`config.mk`:
```
export PLATFORM = sky130hd
export DESIGN_NAME = inst_fetch
export DESIGN_NICKNAME = d
export VERILOG_FILES = /design/src/rtl/inst_fetch.sv
export SDC_FILE = /design/constraint.sdc
export NUM_CORES = 2
export LEC_CHECK = 0
export ABC_AREA = 1
export ABC_CLOCK_PERIOD_IN_PS = 3200
export BUFFER_PORTS_ARGS = -buffer_cell sky130_fd_sc_hd__buf_2
export CAP_MARGIN = 15
export CORE_ASPECT_RATIO = 0.75
export CORE_UTILIZATION = 56
export DETAILED_ROUTE_END_ITERATION = 10
export GPL_ROUTABILITY_DRIVEN = 0
export PLACE_DENSITY = 0.75
export SETUP_SLACK_MARGIN = 0.2
export SYNTH_ARGS = -nofsm -noshare
export SYNTH_HDL_FRONTEND = slang
export SYNTH_SLANG_ARGS = --single-unit
```
`constraint.sdc`:
```
create_clock -name clk -period 3.2 [get_ports clk]
set_input_delay 0.64 -clock clk [delete_from_list [all_inputs] [get_ports clk]]
set_output_delay 0.64 -clock clk [all_outputs]
set_load 0.01 [all_outputs]
```
`src/rtl/inst_fetch.sv`:
```
`default_nettype none
// ============================================================================
// Module      : inst_fetch
// Description : Instruction fetch stage with loadable instruction memory,
//               program counter, stall, branch redirect and halt detection.
// Revision    : 1.0 - initial release
// ============================================================================
module inst_fetch #(
    parameter int          DEPTH     = 64,
    parameter int          AW        = 6,
    parameter logic [31:0] HALT_WORD = 32'hFC000000
) (
    input  logic          clk,
    input  logic          reset,
    input  logic          load_en,
    input  logic [AW-1:0] load_addr,
    input  logic [31:0]   load_data,
    input  logic          start,
    input  logic          stall,
    input  logic          branch_taken,
    input  logic [31:0]   branch_target,
    output logic [31:0]   Inst,
    output logic          inst_valid,
    output logic [31:0]   pc,
    output logic          halted
);

    typedef enum logic [1:0] {
        S_IDLE = 2'd0,
        S_RUN  = 2'd1,
        S_HALT = 2'd2
    } state_t;

    state_t      r_state;
    logic [31:0] r_mem [DEPTH];
    logic [31:0] r_pc;
    logic [31:0] r_inst;
    logic        r_valid;
    logic        r_halted;

    logic [31:0] w_next;
    logic        w_advance;
    logic [31:0] w_word;
    logic        w_is_halt;

    // Program load is only accepted while the fetch engine is not running.
    always_ff @(posedge clk) begin
        if (load_en && (r_state != S_RUN)) begin
            r_mem[load_addr] <= load_data;
        end
    end

    // Next fetch address; w_advance marks an edge that moves pc to w_next.
    always_comb begin
        w_next    = r_pc + 32'd4;
        w_advance = 1'b0;
        case (r_state)
            S_RUN: begin
                if (branch_taken) begin
                    w_next    = branch_target & ~32'h3;
                    w_advance = 1'b1;
                end else if (!stall) begin
                    w_advance = 1'b1;
                end
            end
            default: begin
                if (start && !load_en) begin
                    w_next    = 32'd0;
                    w_advance = 1'b1;
                end
            end
        endcase
    end

    // Only the word-index bits address memory; upper pc bits wrap freely.
    assign w_word    = r_mem[w_next[AW+1:2]];
    assign w_is_halt = (w_word == HALT_WORD);

    always_ff @(posedge clk) begin
        if (reset) begin
            r_state  <= S_IDLE;
            r_pc     <= 32'd0;
            r_inst   <= 32'd0;
            r_valid  <= 1'b0;
            r_halted <= 1'b0;
        end else if (w_advance) begin
            r_pc <= w_next;
            if (w_is_halt) begin
                r_state  <= S_HALT;
                r_inst   <= 32'd0;
                r_valid  <= 1'b0;
                r_halted <= 1'b1;
            end else begin
                r_state  <= S_RUN;
                r_inst   <= w_word;
                r_valid  <= 1'b1;
                r_halted <= 1'b0;
            end
        end
    end

    assign Inst       = r_inst;
    assign inst_valid = r_valid;
    assign pc         = r_pc;
    assign halted     = r_halted;

endmodule
`default_nettype wire
```
==> results_dict.tcl <==
set metrics [dict create \
    status "finished, violations left" \
    violations "setup timing" \
    final_antenna_net_count 0 \
    dieArea_mm2 0.158 \
    firstDrtPassIters 7 \
    r2r_slack_ps -130 \
    finalHoldViolations 0 \
    synth_seq_cells 2112 \
    yosysSeqAreaShare_pct 71.7 \
    grtUsageMet3_pct 7.01 \
    syn_inst 7722 \
    maxCapViolations 0 \
    clock_latency_ps 860 \
    placedCellCount 10100 \
    synth_edf_count 2048 \
    antenna_found_initial 11 \
    synth_cell_type_count 43 \
    grt_usage_pct 32.6 \
    drt_iter0_drc 12200 \
    ir_worst_vdd_uv 623 \
    critPathBufInv 7 \
    crit_fanout 7 \
    layout_common_cells "nand2_1, edfxtp_1, nand3_1" \
    fp.dieW_um 459 \
    cp.required_ps 3960 \
    core_mm2 0.155 \
    preCtsSetupSlack_ps -845 \
    cts.sinks 2112 \
    die_h_um 345 \
    hpwl_mm 151 \
    via_count 66500 \
    grt_pass1_wl_mm 384 \
    period_share_pct 104 \
    critPathSlowestCell "dfxtp_4" \
    num-nets-final 8407 \
    start_util_pct 56.5 \
    critPathMaxStageDelay_ps 380 \
    powerDensity_mw_per_mm2 695 \
    cpMostUsedCell "nand2_4" \
    port_buffers 137 \
    busiest_layer "met2" \
    start_kind "flip-flop" \
    dpl-instance-area_mm2 0.0953 \
    drt_wl_total_mm 277 \
    slew_viol_final 0 \
    worstPathCellList "inv_4 -> nor2_4 -> buf_6 -> nand3_4 -> nand2_8 -> buf_12 -> buf_12 -> buf_16 -> buf_8 -> o211ai_1 -> nand3_1 -> nand3_2 -> nand3_4 -> nand3_4 -> nand2_4 -> nand2_4 -> nor2_4 -> buf_6 -> nand2_4 -> nor2_4 -> nand2_4 -> nand2_2 -> nand2_2 -> a21oi_2" \
    synthTopCellsByArea "edfxtp_1, nand3_1, nand2_1" \
    fillers 9949 \
    fin_cells 10600 \
    numCtsBuffers 187 \
    worst_pin_slew_ps 1290 \
    maxSlewHeadroom_pct 14.1 \
    drcViolationCount 0 \
    clkSlewWorstSetupHoldPaths_ps 60 \
    cts_tree "built" \
    synth_area_mm2 0.0876 \
    ys.flop_type "edfxtp_1" \
    grt_pass1_vias 61600 \
    clockRootBuffer "clkbuf_16" \
    yosysTopAreaCellShare_pct 70.2 \
    fin_skew_ps 29.6 \
    grt_max_degree 78 \
    power_mw 74.1 \
    layout_min_cycle_time_ps 3330 \
    yosysTopAreaCell "edfxtp_1" \
    globalRouteOverflowTotal 0 \
    htreeDepth 4 \
    met1_usage_pct 45.3 \
    cts_buffer_depth 3 \
    pin_count 142 \
    critical_path_class "flip-flop to flip-flop" \
    cts_hold_buf 0 \
    arrival_ps 4090 \
    finalSetupViolations 8 \
    syn2layout_area_growth_pct 21.7 \
    layout-drive-gt1-share_pct 17.8 \
    yosys_warnings 0 \
    layout_commonest_cell "nand2_1" \
    avgSynthCellArea_um2 11.3 \
    fmax_mhz 301 \
    grt_setup_unrepaired "true" \
    fin_area_mm2 0.107 \
    rows 125 \
    endpoint_kind "flip-flop" \
    grtUsageMet2_pct 49.7 \
    ys_async_sr_fraction_pct 0 \
    avgRoutedWirePerCell_um 26.2 \
    worst_slack_ps -126 \
    hold_class "input pin to flip-flop" \
    leakagePower_nw 40.4 \
    routed_via_density 6.28 \
    cp_top_family "simple AND/OR/NAND/NOR gates" \
]
==> worst register-to-register path, stage by stage, from the launching register on <==
cell      delay [ps]
dfxtp_4          380
inv_4             40
nor2_4           200
buf_6            140
nand3_4          100
nand2_8          210
buf_12           190
buf_12           180
buf_16           160
buf_8            130
o211ai_1         120
nand3_1          120
nand3_2          100
nand3_4          120
nand3_4          120
nand2_4          100
nand2_4           60
nor2_4           110
buf_6            110
nand2_4           50
nor2_4           130
nand2_4          110
nand2_2           90
nand2_2           60
a21oi_2          120
==> worst paths after layout <==
path | from | end | cells past startpoint
worst max register to register | r_state[0] | r_state[1] | 24
worst min register to register | Inst[7] | Inst[7] | 2
worst min-delay path | branch_target[14] | pc[14] | 3
worst max-delay path | r_state[0] | r_state[1] | 24
==> kinds of logic after synthesis <==
| kind of cell | share of synthesized area [%] |
|---|---|
| compound gates | 1.19 |
| xor+xnor | 0.190 |
| fa+ha+maj | 0.0143 |
| buf+inv | 5.18 |
| flops | 71.7 |
| other cells | 0.00428 |
| simple gates | 21.8 |
==> what timing repair did <==
action	in CTS	in global routing
setup buffers	51	67
setup endpoints to repair	28	30
pin swaps	12	102
gates resized for setup	153	375
cloned	19	44
==> through the flow <==
stage,util (%),setup TNS (ps),hold WS [ps]
6_report,68.7,-709,119
2_1_floorplan,-,0,490
3_5_place_dp,61.5,-10670,456
3_3_place_gp,61.5,-10870,454
4_1_cts,66.5,-406,75.1
5_1_grt,68.7,-1120,115
==> layout make-up <==
| cell class | instances | area (um2) | area share, % |
|---|---|---|---|
| antenna | 2 | 5.00 | 0.00469 |
| clock buffer | 232 | 4880 | 4.57 |
| clock inverter | 112 | 1110 | 1.04 |
| inverter | 564 | 2160 | 2.03 |
| multi-input combinational | 4576 | 22400 | 21.0 |
| sequential | 2112 | 62800 | 58.9 |
| tap | 2095 | 2620 | 2.46 |
| timing repair buffer | 889 | 10700 | 9.99 |
==> sequential cells by signal (all words and copies together) (netlist names) <==
name     flops
r_state      2
pc          30
Inst        32
r_mem     2048
==> report_power, final <==
group / internal (mW) / switching (mW) / total (mW)
sequential: 30.5 / 0.149 / 30.7
clock: 12.4 / 10.3 / 22.7
combinational: 8.14 / 12.6 / 20.7
total: 51.1 / 23.0 / 74.1
==> routing by layer <==
metal / wire [um] / share of wire (%) / up-vias
met5: 84 / 0.030 / -
met4: 14600 / 5.3 / 14
met3: 40900 / 15 / 973
met2: 125000 / 45 / 5814
met1: 96700 / 35 / 31600
li1: - / - / 28000
==> synthesized netlist by cell type (all sizes together), types with 2 or more instances <==
library cell	number
xnor2	5
nand3b	12
clkbuf	79
nor4	10
o32ai	2
nor3	6
o21ai	57
o211ai	32
o31ai	8
or2	9
nor2	109
nand3	1947
buf	393
xor2	14
nand2	2258
edfxtp	2048
inv	562
nand4	17
a21oi	78
a31oi	4
clkinv	2
dfxtp	64
No activity file was read; power rests on OpenSTA's default activity.
